$ cat config.mk
export PLATFORM = sky130hd
export DESIGN_NAME = transmisor_spi
export DESIGN_NICKNAME = d
export VERILOG_FILES = /design/src/rtl/spi_pkg.sv /design/src/rtl/spi_sck_gen.sv /design/src/rtl/transmisor_spi.sv
export SDC_FILE = /design/constraint.sdc
export NUM_CORES = 1
export LEC_CHECK = 0
export ABC_CLOCK_PERIOD_IN_PS = 3450
export BUFFER_PORTS_ARGS = -buffer_cell sky130_fd_sc_hd__clkbuf_2
export CAP_MARGIN = 20
export CORE_UTILIZATION = 35
export CTS_CLUSTER_SIZE = 24
export DETAILED_ROUTE_END_ITERATION = 8
export PLACE_DENSITY = 0.52
export SETUP_SLACK_MARGIN = 0.15
export SLEW_MARGIN = 15
export SYNTH_ARGS = -nofsm -noshare
export SYNTH_HDL_FRONTEND = slang
export SYNTH_SLANG_ARGS = --single-unit
export TNS_END_PERCENT = 1
$ cat constraint.sdc
create_clock -name CLK -period 3.45 [get_ports CLK]
set_clock_uncertainty 0.2 [all_clocks]
set_input_delay 0.5175 -clock CLK [delete_from_list [all_inputs] [get_ports CLK]]
set_output_delay 0.5175 -clock CLK [all_outputs]
set_load 0.005 [all_outputs]
$ cat src/rtl/spi_pkg.sv
// Shared types and constants for the SPI master: FSM state encoding,
// {CKP,CPH} mode constants and the default word width.
package spi_pkg;

  localparam int SPI_DATA_W = 16;

  typedef enum logic [1:0] {
    ST_IDLE  = 2'b00,
    ST_SETUP = 2'b01,
    ST_SHIFT = 2'b10,
    ST_HOLD  = 2'b11
  } state_t;

  localparam logic [1:0] MODO0 = 2'b00;
  localparam logic [1:0] MODO1 = 2'b01;
  localparam logic [1:0] MODO2 = 2'b10;
  localparam logic [1:0] MODO3 = 2'b11;

  // Clock phase of a {CKP,CPH} mode: 1 means MOSI launches on the leading
  // edge and MISO is captured on the trailing edge.
  function automatic logic mode_cph(input logic [1:0] mode);
    logic r_cph;
    case (mode)
      MODO0, MODO2: r_cph = 1'b0;
      MODO1, MODO3: r_cph = 1'b1;
      default:      r_cph = 1'b0;
    endcase
    return r_cph;
  endfunction

endpackage

$ cat src/rtl/spi_sck_gen.sv
// SCK generator: DIV-cycle half-period divider that toggles SCK at the end
// of each half-period while enabled, and reports which edge that was.
module spi_sck_gen #(
  parameter int DIV = 2
) (
  input  logic i_clk,
  input  logic i_rst_n,
  input  logic i_en,
  input  logic i_idle_lvl,
  output logic o_sck,
  output logic o_lead_stb,
  output logic o_trail_stb,
  output logic o_half_done
);

  localparam int CW = (DIV > 1) ? $clog2(DIV) : 1;
  localparam logic [CW-1:0] HALF_LAST = CW'(DIV - 1);

  logic [CW-1:0] r_cnt;
  logic          r_sck;
  logic          r_trail;   // next edge produced is a trailing edge

  assign o_half_done = i_en && (r_cnt == HALF_LAST);
  assign o_lead_stb  = o_half_done && !r_trail;
  assign o_trail_stb = o_half_done && r_trail;
  assign o_sck       = r_sck;

  // Divider counter and SCK toggle; SCK parks at the idle level when disabled.
  always_ff @(posedge i_clk or negedge i_rst_n) begin
    if (!i_rst_n) begin
      r_cnt   <= '0;
      r_sck   <= 1'b0;
      r_trail <= 1'b0;
    end else if (!i_en) begin
      r_cnt   <= '0;
      r_sck   <= i_idle_lvl;
      r_trail <= 1'b0;
    end else if (o_half_done) begin
      r_cnt   <= '0;
      r_sck   <= ~r_sck;
      r_trail <= ~r_trail;
    end else begin
      r_cnt   <= r_cnt + 1'b1;
    end
  end

endmodule

$ cat src/rtl/transmisor_spi.sv
// Full-duplex SPI master: shifts one DATA_W word out on MOSI (MSB first)
// while capturing DATA_W bits from MISO, in any of the four CKP/CPH modes.
module transmisor_spi
  import spi_pkg::*;
#(
  parameter int DATA_W = SPI_DATA_W,
  parameter int DIV    = 2
) (
  input  logic              CLK,
  input  logic              RESET,
  input  logic              START,
  input  logic              CKP,
  input  logic              CPH,
  input  logic [DATA_W-1:0] DATA_IN,
  input  logic              MISO,
  output logic              SCK,
  output logic              SS,
  output logic              MOSI,
  output logic              trans,
  output logic              BUSY,
  output logic              DONE,
  output logic [DATA_W-1:0] DATA_OUT
);

  localparam int CW = (DIV > 1) ? $clog2(DIV) : 1;
  localparam int BW = (DATA_W > 1) ? $clog2(DATA_W) : 1;
  localparam logic [CW-1:0] PH_LAST  = CW'(DIV - 1);
  localparam logic [BW-1:0] BIT_LAST = BW'(DATA_W - 1);

  state_t            r_state, w_next;
  logic [CW-1:0]     r_cnt;
  logic [BW-1:0]     r_bit;
  logic [DATA_W-1:0] r_tx, r_rx, r_dout;
  logic [1:0]        r_mode;
  logic              r_mosi, r_ss, r_trans, r_busy, r_done;

  logic w_sck, w_lead_stb, w_trail_stb, w_half_done;
  logic w_cnt_last, w_last_bit, w_accept, w_finish, w_cph, w_idle_lvl;

  assign w_cnt_last = (r_cnt == PH_LAST);
  assign w_last_bit = (r_bit == BIT_LAST);
  assign w_accept   = (r_state == ST_IDLE) && START;
  assign w_finish   = (r_state == ST_HOLD) && w_cnt_last;
  assign w_cph      = mode_cph(r_mode);
  // SCK follows the live CKP input only while idle; afterwards the latched one.
  assign w_idle_lvl = (r_state == ST_IDLE) ? CKP : r_mode[1];

  spi_sck_gen #(.DIV(DIV)) u_sck_gen (
    .i_clk       (CLK),
    .i_rst_n     (RESET),
    .i_en        (r_state == ST_SHIFT),
    .i_idle_lvl  (w_idle_lvl),
    .o_sck       (w_sck),
    .o_lead_stb  (w_lead_stb),
    .o_trail_stb (w_trail_stb),
    .o_half_done (w_half_done)
  );

  // State register.
  always_ff @(posedge CLK or negedge RESET) begin
    if (!RESET) r_state <= ST_IDLE;
    else        r_state <= w_next;
  end

  // Next-state logic: SETUP and HOLD last DIV cycles, SHIFT ends on the last trailing edge.
  always_comb begin
    w_next = r_state;
    case (r_state)
      ST_IDLE:  if (START) w_next = ST_SETUP;
      ST_SETUP: if (w_cnt_last) w_next = ST_SHIFT;
      ST_SHIFT: if (w_trail_stb && w_last_bit) w_next = ST_HOLD;
      ST_HOLD:  if (w_cnt_last) w_next = ST_IDLE;
      default:  w_next = ST_IDLE;
    endcase
  end

  // Registered handshake/pin controls and the SETUP/HOLD phase counter.
  always_ff @(posedge CLK or negedge RESET) begin
    if (!RESET) begin
      r_ss    <= 1'b1;
      r_trans <= 1'b0;
      r_busy  <= 1'b0;
      r_done  <= 1'b0;
      r_cnt   <= '0;
    end else begin
      r_ss    <= (w_next == ST_IDLE);
      r_trans <= (w_next != ST_IDLE);
      r_busy  <= (w_next != ST_IDLE);
      r_done  <= w_finish;
      if (((r_state == ST_SETUP) || (r_state == ST_HOLD)) && !w_cnt_last)
        r_cnt <= r_cnt + 1'b1;
      else
        r_cnt <= '0;
    end
  end

  // Shift registers, MOSI, bit counter and received-word register.
  always_ff @(posedge CLK or negedge RESET) begin
    if (!RESET) begin
      r_tx   <= '0;
      r_rx   <= '0;
      r_dout <= '0;
      r_mode <= MODO0;
      r_bit  <= '0;
      r_mosi <= 1'b0;
    end else if (w_accept) begin
      r_tx   <= DATA_IN;
      r_rx   <= '0;
      r_mode <= {CKP, CPH};
      r_bit  <= '0;
      r_mosi <= CPH ? 1'b0 : DATA_IN[DATA_W-1];
    end else if (w_half_done) begin
      if (w_lead_stb) begin
        if (w_cph) begin
          r_mosi <= r_tx[DATA_W-1];
          r_tx   <= {r_tx[DATA_W-2:0], 1'b0};
        end else begin
          r_rx   <= {r_rx[DATA_W-2:0], MISO};
        end
      end else begin
        r_bit <= w_last_bit ? '0 : r_bit + 1'b1;
        if (w_cph) begin
          r_rx <= {r_rx[DATA_W-2:0], MISO};
        end else if (!w_last_bit) begin
          r_mosi <= r_tx[DATA_W-2];
          r_tx   <= {r_tx[DATA_W-2:0], 1'b0};
        end
      end
    end else if (w_finish) begin
      r_dout <= r_rx;
      r_mosi <= 1'b0;
    end else if (r_state == ST_IDLE) begin
      r_mosi <= 1'b0;
    end
  end

  assign SCK      = w_sck;
  assign SS       = r_ss;
  assign MOSI     = r_mosi;
  assign trans    = r_trans;
  assign BUSY     = r_busy;
  assign DONE     = r_done;
  assign DATA_OUT = r_dout;

endmodule

# [After elaboration in Yosys (flattened, before gate mapping)]
# Cells that the tools add are included.
[word_totals] register_bits=64 inputBits=22
[classes] mux=38 eq_ne=16 n_reduce_logical=24 bitwise=4 add_sub_neg=3
[ops] cell="$mux W16" count=11
[ops] cell="$mux W1" count=17
[ops] cell="$mux W4" count=4
[ops] cell="$eq A2 B2 Y1 const B" count=4
[ops] cell="$mux W2" count=4
[ops] cell="$ne A4 B4 Y1 const B" count=2
[ops] cell="$pmux W2 S4" count=1
[ops] cell="$reduce_and A4 Y1" count=2
[ops] cell="$logic_and A1 B1 Y1" count=7
[ops] cell="$logic_not A2 Y1" count=3
[ops] cell="$ne A3 B3 Y1 const B" count=2
[ops] cell="$reduce_and A3 Y1" count=2
[ops] cell="$add A4 B1 Y4 const B" count=1
[ops] cell="$eq A2 B1 Y1 const B" count=2
[ops] cell="$eq A4 B4 Y1 const B" count=1
[ops] cell="$ne A2 B2 Y1 const B" count=2
[ops] cell="$ne A4 B3 Y1 const B" count=1
[ops] cell="$not A1 Y1" count=4
[ops] cell="$reduce_bool A2 Y1" count=2
[ops] cell="$reduce_bool A4 Y1" count=1
[ops] cell="$reduce_or A2 Y1" count=2
[ops] cell="$ne A3 B1 Y1 const B" count=1
[ops] cell="$ne A3 B2 Y1 const B" count=1
[ops] cell="$reduce_bool A3 Y1" count=1
[ops] cell="other kinds (5)" count=7

# [Depth between registers and ports, before layout]
[logic_depth] depth_word=7 ltp_mapped=7

# [By module]
# A second synthesis with hierarchy kept.
[hier_totals] hier_cells=305 hier_area_um2=3034.2
[modules_own_cells] module="transmisor_spi" instances=1 cells_per_inst=293 area_each_um2=2895.3
[modules_own_cells] module="spi_sck_gen" instances=1 cells_per_inst=12 area_each_um2=138.9

# [Worst setup path before layout]
# Ideal clock, no wire load.
[synth_path] path_kind="flip-flop to flip-flop" startpoint="register r_bit[0]" endpoint="register r_tx[10]" stages_incl_launch_ff=7 n_path_buf=1 period_less_slack_ns=2.044 required_ns=3.125 setup_ns=0.125 arrival_time_ns=1.720 setup_slack_ns=1.406 cell_sequence="dfrtp_1 -> ha_1 -> and3_1 -> o21a_1 -> o21ai_4 -> buf_6 -> mux2_2"
[synth_via] elab_chain_len=3
[synth_lines] element="start: declaration" line="transmisor_spi.sv:32" rtl="logic [BW-1:0] r_bit;"
[synth_lines] element="start signal: assignment" line="transmisor_spi.sv:121" rtl="r_bit <= w_last_bit ? '0 : r_bit + 1'b1;"
[synth_lines] element="$eq A4 B4 Y1" line="transmisor_spi.sv:41" rtl="assign w_last_bit = (r_bit == BIT_LAST);"
[synth_lines] element="$ne A3 B1 Y1 (no source line)"
[synth_lines] element="$reduce_and A4 Y1 (no source line)"
[synth_lines] element="end signal: assignment" line="transmisor_spi.sv:116" rtl="r_tx <= {r_tx[DATA_W-2:0], 1'b0};"
[synth_lines] element="end signal: assignment" line="transmisor_spi.sv:126" rtl="r_tx <= {r_tx[DATA_W-2:0], 1'b0};"
[synth_lines] element="end: declaration" line="transmisor_spi.sv:33" rtl="logic [DATA_W-1:0] r_tx, r_rx, r_dout;"
# No other way between the ends.
# A chain may end at the register's enable or synchronous reset.

# [Worst setup path after layout]
[layout_path] startpoint="register r_bit[0]" endpoint="register r_tx[2]"
# The elaborated chain is that of the path after synthesis.

==> results.md <==
* Run status: complete, no violations
* ANT nets after route at 0
* Avg Inst Size Synth at around 11 um2
* Proportion of power drawn by flip-flops and latches at between 40% and 50%
* Sw frac at between 30 and 40%
* Wire per inst at between 10 and 15 um
* Placed cell areas at slightly above 3000 um2
* Starting DRT DRC Count at 62
* Routed vias at roughly 1,900
* Via density per instance at 4.61
* Synth Area in Compound Gates at about 7.2%
* Tcrit/Tclk final at between 60 and 70%
* Simple-Gate Fraction of Synth Area at 16.3%
* Worst Reg-to-Reg Cells at 5
* WS Path Type: flip-flop to flip-flop
* Clk slew on worst S/H paths at 0.07 ns
* Hold buffers post-CTS at 0
* Psw at 0.910 mW
* Fmax at between 0.4 and 0.5 GHz
* First-pass GRT wire length at about 9000 um
* Slew margin rel. at between 40% and 50%
* Die height at approximately 90 um
* RSZ-0062 raised after global routing: false
* WL met2 at roughly 2300 um
* PwrDens at roughly 810 nW/um2
* Clk_lat worst skew at around 0.34 ns
* Clock power frac at between 20% and 30%
* RePlAce Congestion at between 0.7 and 0.8
* I/O pin cnt at 44
* Synth cell types at 34
* CTS tree: yes
* Uppermost layer routed: met4
* Post-route insts no fill at just over 400
* Synth Area in XOR/XNOR at ~1.3%
* Critical Path RT at about 3.5 ns
* Final Setup Violations at 0
* Post-synth EDFFs at 0
* Area share of the largest cell type after synthesis at a little under three fifths
* Drt pass-1 iters at 4
* Adder-Cell Fraction of Synth Area at 0.449%
* Syn Nets at roughly 290
* Count of pins over their slew limit at 0
* Synthesized area at between 2000 and 3000 um2
* Rows at 32
* Cts repair resizes at 0
* Kind of start point of the critical path: flip-flop
* Share of layout cells above drive strength 1 at roughly a third
* Max_cap viols at 0
* Proportion of synthesized area in mux cells at a little over an eighth
* Largest net degree at the start of global routing at 39
* Root buf cell: clkbuf_8
* Hold Vio Cnt, Final at 0
* Asr flop ratio synth at 100%
* Worst-Margin Slew at between 0.7 and 0.8 ns
* WL met3 at 192 um
* Core Box Area at a little under 8000 um2
* CP arrival at approximately 2.3 ns
* Int Pwr at 1.73 mW
* Deepest clock path buffer count at 2
* Synth Warn # at 0
* DP HPWL at 3490 um
* GRT Overall Usage at between 10% and 20%
* Leakage at roughly 1.6 nW
* Max VDD drop at roughly 0.24 mV
* CTS Buf Count at 9
* Routed WL at approximately 5300 um
* Count leader, synth: nand2_1
* Layout area overhead at 17.0%
* Met1 WL at around 2700 um
* Min-Delay Path Class: input port to async pin
* Cells after synthesis at ~270
* Part of the Yosys area used for sequential elements at approximately 58%
* Nets at between 300 and 400
* N_diodes at 0
* Crit end category: flip-flop
* Die width at 91.2 um
* Placed Cells at 400
* Die Area at between 8000 and 9000 um2
* H-tree levels at 3
* Post-route DRC at 0
* Synth area leaders: dfrtp_1 57%, mux2_2 13%, nand2_1 12%, o21ai_0 4.0%, buf_6 1.2%
* Comb power frac at between 30% and 40%
* Final non-filler cell area at around 3300 um2
* Setup_tns at 0 ns
* Number of clock sinks at 64
* Post-synth top area cell: dfrtp_1
* Top_reg_cell synth: dfrtp_1
* Initial antenna violation count at 0
* Largest family of logic cells by synthesized area: simple AND/OR/NAND/NOR gates
* IO Port Bufs at 43
* Effective utilization at floorplan at a little over a third
* Remaining Overflow, GRT at 0
* Synth top cells by count: 87 x nand2_1, 63 x dfrtp_1, 31 x mux2_2
* Vias in the first global route at 1,913
* Yosys reg bits at 64
* CP Max Fanout at 16
* Min Tclk post-route at 2.27 ns
* Setup bufs post-CTS at 0
==> flip-flops by register name, summed over array words and instances, names as in the netlist <==
register	flops
DATA_OUT	16
r_rx	16
r_tx	16
r_bit	4
r_mode	2
r_state	2
BUSY	1
DONE	1
MOSI	1
SS	1
r_cnt	1
u_sck_gen.o_sck	1
u_sck_gen.r_cnt	1
u_sck_gen.r_trail	1
==> power groups by stage <==
stage	logic (mW)	registers [mW]	clock network [mW]
final	0.840	1.23	0.569
after CTS	0.860	1.23	0.590
after floorplan	0.692	1.17	0
after global placement	0.836	1.24	0
after global routing	0.966	1.27	0.618
after detailed placement	0.857	1.24	0
==> final timing paths <==
path                              to  slack, ns        from
max                          r_tx[2]       1.18    r_bit[0]
min                         r_rx[12]       0.05       RESET
max reg2reg                  r_tx[2]       1.18    r_bit[0]
min reg2reg                    r_cnt       0.27       r_cnt
max in group asynchronous  r_mode[0]       2.24       RESET
min in group CLK             r_tx[0]       0.18  DATA_IN[0]
==> routing by layer <==
metal,vias to the layer above,GRT usage [%]
met1,914,19.2
li1,960,-
met2,33,20.3
met3,8,4.27
met5,-,0
met4,0,7.14
==> layout make-up <==
type	instances	area (um2)
fillers	764	4470
flip-flops and latches	64	1600
multi-input cells	181	1090
repair buffers	48	253
clock buffers	12	155
well taps	102	128
inverters	5	18.8
clock inverters	3	17.5
==> worst max-delay path, cell delays in order, from the launching register on <==
cell     delay [ns]
dfrtp_1        0.42
ha_1           0.24
and3_1         0.23
o21a_1         0.22
o21ai_4        0.44
mux2_2         0.40
==> placed cells by master (no fill, tap or decap), types with 2 or more instances in the layout <==
cell / n
a21oi_1: 4
clkbuf_2: 43
o21ai_0: 22
buf_4: 5
inv_1: 5
nand3_1: 6
clkinv_2: 2
nand2b_1: 3
nor2_1: 5
dfrtp_1: 63
xnor2_1: 3
clkbuf_8: 11
nand2_1: 87
o22ai_1: 2
mux2_2: 31
==> per-stage QoR <==
stage	hold slack [ns]	util (%)	power, mW	setup slack (ns)
after floorplan	0.0219	-	1.86	1.41
after global placement	0.262	40.0	2.07	1.23
after detailed placement	0.266	40.0	2.10	1.20
after CTS	0.0621	42.2	2.68	1.16
after global routing	0.101	42.2	2.86	1.10
final	0.0548	42.2	2.64	1.18
==> kinds of logic (layout without fill, tap and decap cells) <==
logic type | after synthesis | count (layout)
AO/OA/AOI/OAI | 34 | 34
buffers and inverters | 20 | 68
AND/OR/NAND/NOR | 109 | 109
multiplexers | 33 | 33
adder cells (fa/ha/maj) | 1 | 1
XOR/XNOR | 4 | 4
flip-flops | 64 | 64
No activity file was read; power rests on OpenSTA's default activity.
